**config.mk**
```make
export PLATFORM = sky130hd
export DESIGN_NAME = bb_sgpio_tx_gen_flat
export DESIGN_NICKNAME = d
export VERILOG_FILES = /design/src/rtl/bb_sgpio_tx_gen_if.sv /design/src/rtl/bb_sgpio_tx_gen.sv /design/src/flat_wrapper.sv
export SDC_FILE = /design/constraint.sdc
export NUM_CORES = 1
export LEC_CHECK = 0
export CORE_MARGIN = 3
export CORE_UTILIZATION = 35
export CTS_CLUSTER_SIZE = 28
export DETAILED_ROUTE_END_ITERATION = 12
export GPL_TIMING_DRIVEN = 0
export PLACE_DENSITY = 0.54
export SETUP_SLACK_MARGIN = 0.3
export SLEW_MARGIN = 25
export SYNTH_ARGS = -nofsm -noshare
export SYNTH_HDL_FRONTEND = slang
export SYNTH_SLANG_ARGS = --single-unit
```
**constraint.sdc**
```tcl
create_clock -name SYSCLK -period 2.2 [get_ports SYSCLK]
set_input_delay 0.44 -clock SYSCLK [delete_from_list [all_inputs] [get_ports SYSCLK]]
set_output_delay 0.44 -clock SYSCLK [all_outputs]
set_load 0.005 [all_outputs]
```
**src/rtl/bb_sgpio_tx_gen_if.sv**
```systemverilog
// SGPIO initiator bundle: host-side LED requests and capture results plus the serial bus pins.
interface bb_sgpio_tx_gen_if #(
   parameter int NUM_DRV = 36
);
   logic                   EN;
   logic [NUM_DRV-1:0]     ACT_LED;
   logic [NUM_DRV-1:0]     LOC_LED;
   logic [NUM_DRV-1:0]     FAIL_LED;
   logic                   SGPIO_DIN;
   logic                   SGPIO_CK;
   logic                   SGPIO_LD;
   logic                   SGPIO_DATA;
   logic [3*NUM_DRV-1:0]   DIN_BITS;
   logic                   FRAME_DONE;

   modport master (
      input  EN, ACT_LED, LOC_LED, FAIL_LED, SGPIO_DIN,
      output SGPIO_CK, SGPIO_LD, SGPIO_DATA, DIN_BITS, FRAME_DONE
   );

   modport slave (
      output EN, ACT_LED, LOC_LED, FAIL_LED, SGPIO_DIN,
      input  SGPIO_CK, SGPIO_LD, SGPIO_DATA, DIN_BITS, FRAME_DONE
   );
endinterface

```
**src/rtl/bb_sgpio_tx_gen.sv**
```systemverilog
// SGPIO initiator: serialises ACT/LOC/FAIL per drive onto SClock/SLoad/SDataOut
// and captures the returning SDataIn frame into DIN_BITS.
module bb_sgpio_tx_gen #(
   parameter int NUM_DRV = 36,
   parameter int CLK_DIV = 250
) (
   input  logic               SYSCLK,
   input  logic               RESET_N,
   bb_sgpio_tx_gen_if.master  bus
);
   localparam int NSLOT = 3 * NUM_DRV;
   localparam int SW    = $clog2(NSLOT);
   localparam int DW    = $clog2(CLK_DIV);
   localparam logic [SW-1:0] LAST_SLOT = SW'(NSLOT - 1);
   localparam logic [DW-1:0] DIV_MAX   = DW'(CLK_DIV - 1);

   typedef enum logic {IDLE, RUN} state_t;

   state_t            state, next_state;
   logic [DW-1:0]     div_cnt;
   logic [SW-1:0]     slot;
   logic              ck_q, ld_q, data_q, done_q;
   logic [NSLOT-1:0]  shift_q, capture_q, din_bits_q, snap;
   logic              tick, ck_rise, ck_fall, frame_end, start_frame;

   // Slot 3*i+j carries drive i: j=0 activity, j=1 locate, j=2 fail.
   always_comb begin
      snap = '0;
      for (int i = 0; i < NUM_DRV; i++) begin
         snap[3*i]   = bus.ACT_LED[i];
         snap[3*i+1] = bus.LOC_LED[i];
         snap[3*i+2] = bus.FAIL_LED[i];
      end
   end

   always_comb begin
      tick        = (state == RUN) && (div_cnt == DIV_MAX);
      ck_rise     = tick && !ck_q;
      ck_fall     = tick && ck_q;
      frame_end   = ck_fall && (slot == LAST_SLOT);
      start_frame = bus.EN && ((state == IDLE) || frame_end);
      next_state  = state;
      case (state)
         IDLE:    if (bus.EN) next_state = RUN;
         RUN:     if (frame_end && !bus.EN) next_state = IDLE;
         default: next_state = IDLE;
      endcase
   end

   always_ff @(posedge SYSCLK or negedge RESET_N) begin
      if (!RESET_N) state <= IDLE;
      else          state <= next_state;
   end

   // A frame that ends with EN low drops straight back to the all-zero idle bus;
   // otherwise the next slot 0 is presented on the same edge with no gap.
   always_ff @(posedge SYSCLK or negedge RESET_N) begin
      if (!RESET_N) begin
         div_cnt    <= '0;
         slot       <= '0;
         ck_q       <= 1'b0;
         ld_q       <= 1'b0;
         data_q     <= 1'b0;
         done_q     <= 1'b0;
         shift_q    <= '0;
         capture_q  <= '0;
         din_bits_q <= '0;
      end else begin
         done_q <= frame_end;
         if (state == IDLE || tick) div_cnt <= '0;
         else                       div_cnt <= div_cnt + 1'b1;
         if (tick)      ck_q <= ~ck_q;
         if (ck_rise)   capture_q[slot] <= bus.SGPIO_DIN;
         if (frame_end) din_bits_q <= capture_q;
         if (start_frame) begin
            slot    <= '0;
            shift_q <= snap;
            data_q  <= snap[0];
            ld_q    <= 1'b1;
         end else if (frame_end) begin
            slot   <= '0;
            data_q <= 1'b0;
            ld_q   <= 1'b0;
         end else if (ck_fall) begin
            slot    <= slot + 1'b1;
            shift_q <= shift_q >> 1;
            data_q  <= shift_q[1];
            ld_q    <= 1'b0;
         end
      end
   end

   assign bus.SGPIO_CK   = ck_q;
   assign bus.SGPIO_LD   = ld_q;
   assign bus.SGPIO_DATA = data_q;
   assign bus.DIN_BITS   = din_bits_q;
   assign bus.FRAME_DONE = done_q;
endmodule

```
**src/flat_wrapper.sv**
```systemverilog
// flat-port wrapper written by rule: the top's interface ports become plain ports
module bb_sgpio_tx_gen_flat 
#(
   parameter int NUM_DRV = 36,
   parameter int CLK_DIV = 250
)
  (SYSCLK, RESET_N, bus_EN, bus_ACT_LED, bus_LOC_LED, bus_FAIL_LED, bus_SGPIO_DIN, bus_SGPIO_CK, bus_SGPIO_LD, bus_SGPIO_DATA, bus_DIN_BITS, bus_FRAME_DONE);
  bb_sgpio_tx_gen_if #(.NUM_DRV(NUM_DRV)) bus_i ();
  input  logic SYSCLK;
  input  logic RESET_N;
  input wire logic [$bits(bus_i.EN)-1:0] bus_EN;
  input wire logic [$bits(bus_i.ACT_LED)-1:0] bus_ACT_LED;
  input wire logic [$bits(bus_i.LOC_LED)-1:0] bus_LOC_LED;
  input wire logic [$bits(bus_i.FAIL_LED)-1:0] bus_FAIL_LED;
  input wire logic [$bits(bus_i.SGPIO_DIN)-1:0] bus_SGPIO_DIN;
  output wire logic [$bits(bus_i.SGPIO_CK)-1:0] bus_SGPIO_CK;
  output wire logic [$bits(bus_i.SGPIO_LD)-1:0] bus_SGPIO_LD;
  output wire logic [$bits(bus_i.SGPIO_DATA)-1:0] bus_SGPIO_DATA;
  output wire logic [$bits(bus_i.DIN_BITS)-1:0] bus_DIN_BITS;
  output wire logic [$bits(bus_i.FRAME_DONE)-1:0] bus_FRAME_DONE;
  assign bus_i.EN = bus_EN;
  assign bus_i.ACT_LED = bus_ACT_LED;
  assign bus_i.LOC_LED = bus_LOC_LED;
  assign bus_i.FAIL_LED = bus_FAIL_LED;
  assign bus_i.SGPIO_DIN = bus_SGPIO_DIN;
  assign bus_SGPIO_CK = bus_i.SGPIO_CK;
  assign bus_SGPIO_LD = bus_i.SGPIO_LD;
  assign bus_SGPIO_DATA = bus_i.SGPIO_DATA;
  assign bus_DIN_BITS = bus_i.DIN_BITS;
  assign bus_FRAME_DONE = bus_i.FRAME_DONE;
  bb_sgpio_tx_gen #(.NUM_DRV(NUM_DRV), .CLK_DIV(CLK_DIV)) u_core (.SYSCLK(SYSCLK), .RESET_N(RESET_N), .bus(bus_i));
endmodule
```
=== Word-level counts from Yosys, hierarchy flattened ===
Cells that the tools add are included.

* Register bits: 344
* Input bits: 112
* Output and inout bits: 112

* Add/subtract/negate cells: 2
* Magnitude comparators: 2
* Equal/unequal tests: 3
* Muxes and demuxes: 19
* Bitwise operators: 2
* Reductions and logical operators: 14

{| class="wikitable"
|+ Operator list
! operator !! count
|-
| $mux W108 || 3
|-
| $bwmux W108 || 1
|-
| $mux W7 || 3
|-
| $mux W1 || 9
|-
| $add A8 B1 Y8 const B || 1
|-
| $eq A8 B8 Y1 const B || 1
|-
| $lt A7 B8 Y1 const B || 1
|-
| $mux W8 || 1
|-
| $add A7 B1 Y7 const B || 1
|-
| $demux W1 S7 || 1
|-
| $eq A7 B7 Y1 const B || 1
|-
| $ge A7 B1 Y1 const B || 1
|-
| $logic_and A1 B1 Y1 || 7
|-
| $reduce_bool A3 Y1 || 1
|-
| $logic_not A1 Y1 || 2
|-
| $logic_or A1 B1 Y1 || 2
|-
| $ne A2 B2 Y1 const B || 1
|-
| $not A1 Y1 || 2
|-
| $pmux W1 S2 || 1
|-
| $reduce_and A2 Y1 || 1
|-
| $reduce_bool A2 Y1 || 1
|}

=== Depth between registers and ports, before layout ===
Gate-level depths: netlist (run 1).

* Depth in word-level cells: 8
* Mapped depth: 10
* Gate-level depth less buffers: 6

=== Worst setup path after synthesis (run 1) ===
OpenSTA, ideal clock, no wires.

* Path type: flip-flop to flip-flop
* Start point: register u_core.slot[1]
* End point: register u_core.din_bits_q[51] (netlist: u_core.bus.DIN_BITS[51])
* Arrival time: 1.970 ns
* Required time: 2.073 ns
* Setup slack: 0.102 ns
* Cell stages (with the launch flop): 9
* Buffers on the path: 3
* Path through: dfrtp_1 > ha_1 > nor2b_1 > nand2_1 > nor3_1 > buf_4 > buf_6 > buf_6 > mux2_1

* Word-level cells in the longest chain between the ends: 2

{| class="wikitable"
|+ Ends and longest elaborated chain
! element !! RTL line !! source
|-
| from (decl) || bb_sgpio_tx_gen.sv:21 || <nowiki>logic [SW-1:0] slot;</nowiki>
|-
| from (signal assigned) || bb_sgpio_tx_gen.sv:85 || <nowiki>slot <= slot + 1'b1;</nowiki>
|-
| $eq A7 B7 Y1 || bb_sgpio_tx_gen.sv:40 || <nowiki>frame_end = ck_fall && (slot == LAST_SLOT);</nowiki>
|-
| $logic_and A1 B1 Y1 || bb_sgpio_tx_gen.sv:40 ||
|-
| to (signal assigned) || bb_sgpio_tx_gen.sv:74 || <nowiki>if (frame_end) din_bits_q <= capture_q;</nowiki>
|-
| to (decl) || bb_sgpio_tx_gen.sv:23 || <nowiki>logic [NSLOT-1:0] shift_q, capture_q, din_bits_q, snap;</nowiki>
|}

Every way passes these cells.
A chain may end at the register's enable or synchronous reset.

=== Final worst setup path (run 1) ===
* Start point: register u_core.slot[4]
* End point: register u_core.din_bits_q[55] (netlist: u_core.bus.DIN_BITS[55])

Same word-level chain as after synthesis.

==> flow_summary.yaml, run 1 <==
placement:
  place_inst: 2249
  portBuffers: 221
  place_worst_setup_slack_ns: -0.346
  place_congestion: 0.775
  dp_hpwl_mm: 28.4
floorplan:
  die_w_um: 218
  start_util_pct: 35.5
  die_area_mm2: 0.0475
  die_y_um: 218
  core-area_mm2: 0.0443
  ios: 224
  rows: 77
global_routing:
  grt_max_degree: 89
  antenna_found_initial: 1
  grt_pass1_vias: 12600
  grt-ovfl-total: 0
  grt_first_pass_wirelength_mm: 71.5
  grt_use_total_pct: 18.9
sta:
  hold_violations: 0
  drv_slew: 0
  finalCriticalPeriod_ns: 2.11
  period_share_pct: 95.7
  relSlewSlack_pct: 39.7
  max_freq_mhz: 475
  tightest_slew_ns: 0.905
  setup_ws_ns: 0.0945
  rsz0062_at_grt: "true"
  setup_viol: 0
  skew_ns: 0.0180
cells_and_area:
  utilization_pct: 55.1
  multiInputGateArea_mm2: 0.00847
  area_growth_pct: 55.3
  drive_gt1_share_pct: 42.7
  final-seq-area_mm2: 0.00859
  n_antenna_cell: 0
  nets: 1915
  fillers: 3761
  final_cells: 2418
clock_tree:
  cts.sinks: 343
  path_clk_slew_ns: 0.06
  clockRootBuffer: "clkbuf_16"
  cts_buffers: 41
  cts_tree: "built"
  htreeDepth: 2
  clockBufferDepth: 3
  clk_latency_ns: 0.57
logic_synthesis:
  synth_edf_count: 0
  synth.avg_cell_area_um2: 11.0
  netlist_area_mm2: 0.0157
  ys_warn_count: 0
  synthesis.nets: 1547
  synth-seq-cells: 343
  ys_types: 46
  synth_cells: 1432
  synth-seq-area-share_pct: 54.6
  ys_dominant_reg_cell: "dfrtp_1"
  ys_async_sr_fraction_pct: 100
setup_path:
  startpoint_type: "register"
  reg2regPathDepth: 9
  worstSetupPathType: "reg2reg"
  timing.reg2reg.setup_slack_ns: 0.09
  cpMaxStageDelayCell: "dfrtp_1"
  end_kind: "register"
  path_max_fanout: 7
  path_cells: "and4b_1, buf_6, nand2_4, nor3_4, buf_12, buf_8, buf_12, buf_16, mux2_4"
  max_stage_delay_ns: 0.42
  crit_buf_inv: 5
  r2r-end: "u_core.bus.DIN_BITS[55]"
  cpMostUsedCell: "buf_12"
  crit_family: "buffers and inverters"
  critPathRequiredTime_ns: 2.66
  arrival_ns: 2.56
  r2r-start: "u_core.slot[4]"
power:
  p_per_area_mw_per_mm2: 617
  irDropWorstVdd_mv: 0.485
  p_total_w: 0.0151
  power_leakage_nw: 10.6
drt:
  drtIter0Drc: 576
  vias_per_cell: 4.99
  vias: 12100
  drc_errors: 0
  drt.antenna.violating_nets: 0
  routedWlPerCell_um: 19.3
  wl_mm: 46.6
  drtPass1Iterations: 4
run_status:
  status: "completed"
hold_path:
  hold_class: "in2async"
flow_run:
  cap_violations: 0
==> cell usage in the layout (no fill, tap or decap), types with 6 or more instances in the layout <==
master | netlist | routed
nand3_1 | 19 | 10
clkbuf_1 | 76 | 32
buf_16 | 0 | 7
nand2_2 | 0 | 8
a21oi_1 | 115 | 72
buf_4 | 12 | 34
nor3_4 | 0 | 25
clkbuf_2 | 0 | 22
buf_8 | 0 | 18
buf_2 | 19 | 8
clkbuf_8 | 0 | 16
nor3_1 | 114 | 60
mux2_4 | 0 | 133
dfrtp_1 | 343 | 337
clkbuf_16 | 0 | 64
clkdlybuf4s50_1 | 0 | 219
buf_6 | 3 | 42
nand2_1 | 16 | 7
a211oi_2 | 0 | 81
buf_12 | 0 | 23
nand2b_1 | 109 | 109
dfrtp_2 | 0 | 6
a21oi_2 | 0 | 41
nor2_1 | 93 | 16
nor3_2 | 10 | 39
nor2_4 | 0 | 72
a211oi_1 | 106 | 25
clkinv_2 | 0 | 6
mux2_2 | 200 | 83
inv_1 | 111 | 110
nand4_1 | 8 | 8
==> state kept, by name, summed over array words and instances, names as in the netlist <==
| signal | count |
|---|---|
| u_core.bus.SGPIO_DATA | 1 |
| u_core.bus.SGPIO_CK | 1 |
| u_core.bus.DIN_BITS | 108 |
| u_core.capture_q | 108 |
| u_core.state | 1 |
| u_core.bus.FRAME_DONE | 1 |
| u_core.bus.SGPIO_LD | 1 |
| u_core.div_cnt | 8 |
| u_core.shift_q | 107 |
| u_core.slot | 7 |
==> per-stage QoR <==
stage / cell area [um2] / hold slack (ns) / TNS (ns)
after global routing: 24400 / 0.395 / 0
after global placement: 18700 / 0.462 / -5080.43
final: 24400 / 0.387 / 0
after floorplan: 15800 / 0.144 / 0
after CTS: 22700 / 0.386 / 0
after detailed placement: 18800 / 0.393 / -27.17
==> layer usage <==
metal | global-route usage, % | part of all wire, % | wire length, um
met1 | 25.8 | 45 | 20800
met2 | 31.4 | 49 | 22700
met3 | 3.94 | 4.7 | 2170
met4 | 3.74 | 2.1 | 964
met5 | 0 | 0.021 | 10
==> repair_timing <==
item                                    4_1_cts  5_1_grt
hold buffers                                  1        0
cloned                                       15       13
endpoints found under the hold margin        49        0
setup buffers                                50       22
gates resized for setup                     459      320
endpoints found under the setup margin      396      489
pin swaps                                    75       95
==> logic make-up (layout without fill, tap and decap cells) <==
group | count (synthesis) | after routing | share of synthesized area [%]
AO/OA/AOI/OAI | 236 | 236 | 9.44
XOR/XNOR | 5 | 5 | 0.279
adder cells (fa/ha/maj) | 3 | 3 | 0.239
buffers and inverters | 224 | 618 | 5.93
flip-flops | 343 | 343 | 54.6
multiplexers | 219 | 219 | 15.7
AND/OR/NAND/NOR | 402 | 402 | 13.8
==> final cells by class <==
class                           count  area share [%]
Clock buffer                       56            4.97
Buffer                            112            4.43
Timing Repair Buffer              326            15.3
Tap cell                          592            3.03
Multi-Input combinational cell    865            34.7
Clock inverter                     13           0.610
Sequential cell                   343            35.2
Inverter                          111            1.71
==> how the worst max path moves through the flow <==
stage | startpoint | endpoint | slack (ns) | cells after the start
global route | u_core.div_cnt[1] | u_core.capture_q[92] | 0.005 | 11
detailed placement | u_core.state | u_core.capture_q[96] | -0.35 | 6
finish | u_core.slot[4] | u_core.bus.DIN_BITS[55] | 0.09 | 9
floorplan | u_core.div_cnt[1] | u_core.capture_q[93] | 0.20 | 7
CTS | u_core.div_cnt[1] | u_core.capture_q[21] | 0.08 | 7
global placement | RESET_N | u_core.shift_q[52] | -14.80 | 1
==> where the power goes <==
group	leakage (nW)	total [W]	switching [W]	internal, W
registers	4.33	0.00688	0.000257	0.00662
clock network	0.669	0.00682	0.00273	0.00410
logic	5.56	0.00135	0.000685	0.000669
==> cells in the mapped netlist (all sizes together) (2+ instances only) <==
| cell type | instances | area, um2 |
|---|---|---|
| a211oi | 106 | 796 |
| a21boi | 2 | 26.3 |
| a21o | 2 | 15.0 |
| a21oi | 115 | 576 |
| and2 | 2 | 12.5 |
| and3 | 3 | 18.8 |
| and3b | 2 | 17.5 |
| and4 | 3 | 26.3 |
| and4b | 2 | 20.0 |
| buf | 37 | 230 |
| clkbuf | 76 | 285 |
| dfrtp | 343 | 8580 |
| ha | 3 | 37.5 |
| inv | 111 | 417 |
| mux2 | 216 | 2430 |
| mux2i | 3 | 30.0 |
| nand2 | 16 | 60.1 |
| nand2b | 109 | 682 |
| nand3 | 19 | 95.1 |
| nand4 | 10 | 83.8 |
| nor2 | 93 | 349 |
| nor2b | 7 | 43.8 |
| nor3 | 124 | 671 |
| nor4 | 2 | 18.8 |
| o21ai | 8 | 40.0 |
| or3 | 6 | 37.5 |
| xnor2 | 3 | 26.3 |
| xor2 | 2 | 17.5 |
No activity file was read; power rests on OpenSTA's default activity.
==> inputs of run 2 (changes only) <==
--- a/config.mk
+++ b/config.mk
@@ -6,4 +6,5 @@
 export NUM_CORES = 1
 export LEC_CHECK = 0
+export ABC_CLOCK_PERIOD_IN_PS = 2200
 export CORE_MARGIN = 3
 export CORE_UTILIZATION = 35
==> constraint.sdc (replaced) <==
create_clock -name SYSCLK -period 2.2 [get_ports SYSCLK]
set_input_delay 0.22 -clock SYSCLK [delete_from_list [all_inputs] [get_ports SYSCLK]]
set_output_delay 0.22 -clock SYSCLK [all_outputs]
set_load 0.005 [all_outputs]
==> run 2 against run 1 <==
  * Utilization fell by 2.7 points
  * Flip-flop and latch count unchanged
  * Highest routed layer unchanged
  * Combinational power decreased by 3%
  * Sequential share of layout area increased by 1.8 points
  * Critical path depth decreased by 4
  * Clock power is essentially flat
  * Routed wire length shrank 3.7%
  * Largest power group unchanged
  * Die area stayed put
  * Count of clock-buffer cells in the layout did not move
  * Global-route usage shrank 0.22 points
  * Power fell by 0.50%
  * First-iteration DRC count decreased by 5.4%
==> flow_summary.yaml, run 2 (synthesis results as in run 1) <==
run_status:
  status: "completed"
power:
  irDropWorstVdd_mv: 0.494
  p_sw_share_pct: 24.1
  p_per_area_mw_per_mm2: 645
  cellInternalPower_w: 0.0114
  pwr-share-comb_pct: 8.7
  seq_power_share_pct: 45.8
  power_leakage_nw: 10.2
  p_total_w: 0.0150
  p_switching_w: 0.00361
  p_clk_share_pct: 45.5
drt:
  drtIter0Drc: 545
  routedWlPerCell_um: 18.7
  vias: 11900
  wl_mm: 44.9
  drt.antenna.violating_nets: 0
  vias_per_cell: 4.95
  drc_errors: 0
  drtPass1Iterations: 4
setup_path:
  path_max_fanout: 8
  path_cells: "buf_4, nor2_2, nand3_2, nor3_4, mux2_4"
  startpoint_type: "register"
  arrival_ns: 2.55
  r2r-start: "u_core.slot[4]"
  crit_buf_inv: 1
  cpMaxStageDelayCell: "dfrtp_1"
  max_stage_delay_ns: 0.42
  cp-startpoint: "u_core.slot[4]"
  critPathRequiredTime_ns: 2.65
  crit_family: "simple AND/OR/NAND/NOR gates"
  end_kind: "register"
  worstSetupPathType: "reg2reg"
cells_and_area:
  n_antenna_cell: 0
  utilization_pct: 52.4
  area_growth_pct: 47.7
  nets: 1896
  layout_common_cells: "336 x dfrtp_1, 220 x clkdlybuf4s50_1, 123 x mux2_2"
  drive_gt1_share_pct: 37.4
  layout_commonest_cell: "dfrtp_1"
  fillers: 3924
sta:
  drv_slew: 0
  hold_violations: 0
  skew_ns: 0.0151
  tightest_slew_ns: 0.909
  finalSetupTns_ns: 0
  period_share_pct: 95.4
  max_freq_mhz: 477
  finalCriticalPeriod_ns: 2.10
  setup_ws_ns: 0.102
  relSlewSlack_pct: 39.4
  rsz0062_at_grt: "true"
  setup_viol: 0
clock_tree:
  clk_latency_ns: 0.56
  htreeDepth: 2
  cts.sinks: 343
  clockRootBuffer: "clkbuf_16"
  path_clk_slew_ns: 0.06
  clockBufferDepth: 3
  cts_tree: "built"
  cts_buffers: 41
global_routing:
  grt-ovfl-total: 0
  antenna_found_initial: 1
  grt_pass1_vias: 12400
  grt_first_pass_wirelength_mm: 70.5
  grt_max_degree: 89
  grt_use_total_pct: 18.7
floorplan:
  ios: 224
  die_y_um: 218
  core-area_mm2: 0.0443
  start_util_pct: 35.5
  rows: 77
  die_area_mm2: 0.0475
  die_w_um: 218
placement:
  portBuffers: 221
  dp_hpwl_mm: 28.4
  place_worst_setup_slack_ns: -0.346
  place_congestion: 0.775
flow_run:
  cap_violations: 0
hold_path:
  hold_class: "in2async"
run 2: cell types whose count changed in the layout (fill, tap and decap cells not counted), sizes merged:
| cell | previous run | this run |
|---|---|---|
| buf | 132 | 121 |
| dlymetal6s2s | 1 | 0 |
| clkbuf | 139 | 131 |
| nand4 | 10 | 11 |
| clkdlybuf4s50 | 219 | 220 |
| clkdlybuf4s15 | 1 | 0 |
run 2: repair_timing:
action                                  CTS  global route
gates cloned                             14             3
buffers inserted                         47            16
pin swaps                                50            73
endpoints found under the setup margin  335           335
endpoints found under the hold margin    49             0
gates resized for setup                 326           254
hold buffers                              1             0
run 2: cell type report:
cell class	count	area (um2)	area share (%)
sequential	343	8590	37.0
multi-input combinational	866	7840	33.8
clock buffer	56	1210	5.23
buffer	113	980	4.22
inverter	111	417	1.79
timing repair buffer	305	3280	14.1
clock inverter	13	149	0.641
tap	592	741	3.19
run 2: worst paths after layout:
path | to | slack, ns | cells past startpoint
worst min-delay path | u_core.capture_q[41] | 0.18 | 2
min in group SYSCLK | u_core.bus.SGPIO_DATA | 0.23 | 3
worst max-delay path | u_core.capture_q[101] | 0.10 | 5
worst min register to register | u_core.bus.DIN_BITS[79] | 0.50 | 1
max in group asynchronous | u_core.shift_q[33] | 0.61 | 5
worst max register to register | u_core.capture_q[101] | 0.10 | 5
run 2: worst reg2reg max path: stages (launching register included):
cell and delay (ns):
dfrtp_1 0.42, buf_4 0.16, nor2_2 0.40, nand3_2 0.40
nor3_4 0.29, mux2_4 0.32
run 2: metrics by stage:
stage / area (um2) / instances / hold WS (ns)
after CTS: 22100 / 2380 / 0.166
final: 23200 / 2399 / 0.178
after global routing: 23200 / 2399 / 0.199
after floorplan: 15800 / 1432 / -0.0756
after global placement: 18700 / 2245 / 0.462
after detailed placement: 18800 / 2249 / 0.173
run 2: layer usage:
layer,vias up,global-route usage (%),share of wire (%)
met3,64,4.12,4.4
met5,-,0,0.022
met2,228,30.6,48
li1,5647,-,-
met4,2,4.72,2.1
met1,5944,25.3,46
run 2: power groups by stage:
stage | sequential [W] | clock, W | combinational [W]
global placement | 0.00696 | 0 | 0.00101
global route | 0.00690 | 0.00725 | 0.00147
CTS | 0.00684 | 0.00698 | 0.00121
detailed placement | 0.00695 | 0 | 0.00106
finish | 0.00686 | 0.00681 | 0.00131
floorplan | 0.00690 | 0 | 0.000559
==> inputs of run 3 (changes only) <==
==> constraint.sdc (replaced) <==
create_clock -name SYSCLK -period 2.2 [get_ports SYSCLK]
set_input_delay 0.44 -clock SYSCLK [delete_from_list [all_inputs] [get_ports SYSCLK]]
set_output_delay 0.44 -clock SYSCLK [all_outputs]
set_load 0.01 [all_outputs]
==> run 3 against run 2 <==
  * Clock power about the same
  * Count of clock-buffer cells in the layout did not move
  * First-iteration DRC count increased by 6.1%
  * Combinational power increased by 5%
  * Die area unchanged
  * Maximum frequency fell by 2.1%
  * Routed wire length grew 6.8%
  * Flip-flop and latch count is the same
  * Critical endpoint is now u_core.bus.DIN_BITS[6]
  * Highest routed layer unchanged
==> flow_summary.yaml, run 3 (synthesis results as in run 1) <==
placement:
  place_congestion: 0.775
  place_inst: 2249
  place_worst_setup_slack_ns: -0.346
  portBuffers: 221
  placed_cell_area_mm2: 0.0188
  dp_hpwl_mm: 28.4
setup_path:
  end_kind: "register"
  worstSetupPathType: "reg2reg"
  critPathRequiredTime_ns: 2.64
  startpoint_type: "register"
  crit_buf_inv: 4
  cpMostUsedCell: "buf_6"
  crit_family: "buffers and inverters"
  max_stage_delay_ns: 0.47
  path_max_fanout: 6
  path_cells: "and4b_1, buf_6, nand2_4, nor3_4, buf_6, buf_12, clkbuf_16, mux2_2"
  cpMaxStageDelayCell: "dfrtp_1"
  arrival_ns: 2.58
power:
  p_switching_w: 0.00371
  cellInternalPower_w: 0.0114
  irDropWorstVdd_mv: 0.474
  p_sw_share_pct: 24.6
  seq_power_share_pct: 45.6
  pwr-share-comb_pct: 9.2
  p_clk_share_pct: 45.2
  p_per_area_mw_per_mm2: 603
  power_leakage_nw: 10.7
flow_run:
  cap_violations: 0
global_routing:
  grt_first_pass_wirelength_mm: 71.0
  antenna_found_initial: 1
  grt-ovfl-total: 0
  grt_use_total_pct: 18.9
  grt_pass1_vias: 12500
  grt_max_degree: 89
cells_and_area:
  final_cells: 2421
  layout_commonest_cell: "dfrtp_1"
  design_area_mm2: 0.0251
  layout_common_cells: "337 x dfrtp_1, 218 x clkdlybuf4s50_1, 172 x mux2_4"
  area_growth_pct: 59.4
  nets: 1918
  drive_gt1_share_pct: 45.5
  n_antenna_cell: 0
  fillers: 3686
clock_tree:
  cts.sinks: 343
  clockRootBuffer: "clkbuf_16"
  clk_latency_ns: 0.57
  cts_buffers: 41
  htreeDepth: 2
  clockBufferDepth: 3
  cts_tree: "built"
  path_clk_slew_ns: 0.06
sta:
  hold_violations: 0
  tightest_slew_ns: 0.687
  setup_viol: 0
  relSlewSlack_pct: 53.9
  finalSetupTns_ns: 0
  setup_ws_ns: 0.0571
  skew_ns: 0.0155
  max_freq_mhz: 467
  drv_slew: 0
  rsz0062_at_grt: "true"
  period_share_pct: 97.4
  holdWs_ns: 0.380
  finalCriticalPeriod_ns: 2.14
drt:
  routedWlPerCell_um: 19.8
  drtPass1Iterations: 7
  vias: 12200
  drtIter0Drc: 578
  wl_mm: 48.0
  vias_per_cell: 5.04
  drt.antenna.violating_nets: 0
  drc_errors: 0
floorplan:
  ios: 224
  die_w_um: 218
  die_y_um: 218
  start_util_pct: 35.5
  core-area_mm2: 0.0443
  die_area_mm2: 0.0475
  rows: 77
hold_path:
  hold_class: "in2async"
run_status:
  status: "completed"
run 3: cell count changes in the layout (fill, tap and decap cells not counted), sizes merged:
cell           delta
buf              +19
bufbuf            -1
nand4             -1
dlymetal6s2s      +1
dlygate4sd2       +1
o2bb2ai           +1
clkbuf            +4
clkdlybuf4s50     -2
run 3: path summary, 6_finish.rpt:
check / startpoint / end / slack (ns) / cells after the start
hold / removal: RESET_N / u_core.bus.DIN_BITS[38] / 0.38 / 2
min in group SYSCLK: bus_ACT_LED[0] / u_core.bus.SGPIO_DATA / 0.45 / 3
setup / recovery: u_core.slot[3] / u_core.bus.DIN_BITS[6] / 0.06 / 8
max in group asynchronous: RESET_N / u_core.shift_q[33] / 0.55 / 5
setup reg to reg: u_core.slot[3] / u_core.bus.DIN_BITS[6] / 0.06 / 8
hold reg to reg: u_core.capture_q[12] / u_core.bus.DIN_BITS[12] / 0.50 / 1
run 3: repair_timing:
item	CTS	global route
buffers inserted	49	19
hold endpoints to repair	49	0
pin swaps	51	151
cloned	18	18
setup endpoints to repair	446	502
hold buffers	1	0
resized for setup	327	604
run 3: power groups by stage:
stage | logic [W] | clock network (W) | registers (W)
finish | 0.00138 | 0.00684 | 0.00689
global route | 0.00154 | 0.00726 | 0.00693
CTS | 0.00121 | 0.00698 | 0.00684
detailed placement | 0.00106 | 0 | 0.00695
global placement | 0.00101 | 0 | 0.00696
floorplan | 0.000559 | 0 | 0.00690
run 3: area by class of cell:
type | count | area (um2) | share of cell area [%]
Clock buffer | 56 | 1210 | 4.84
Tap cell | 592 | 741 | 2.96
Sequential cell | 343 | 8590 | 34.3
Inverter | 111 | 417 | 1.66
Buffer | 111 | 1110 | 4.45
Multi-Input combinational cell | 866 | 8940 | 35.7
Timing Repair Buffer | 329 | 3890 | 15.5
Clock inverter | 13 | 149 | 0.594
run 3: worst register-to-register path, cell delays in order, from the launching register on:
cell,delay (ns)
dfrtp_1,0.47
and4b_1,0.25
buf_6,0.15
nand2_4,0.08
nor3_4,0.24
buf_6,0.16
buf_12,0.17
clkbuf_16,0.17
mux2_2,0.32
run 3: metal layers:
metal  routed length (um)  track usage, %
met1                21000            25.5
met2                23900            31.1
met5                   10               0
met3                 2210            4.10
met4                  804            4.37
run 3: per-stage QoR:
step	utilization (%)	total power, W
2_1_floorplan	-	0.00746
3_3_place_gp	42.3	0.00797
3_5_place_dp	42.5	0.00801
4_1_cts	50.0	0.0150
5_1_grt	56.5	0.0157
6_report	56.5	0.0151
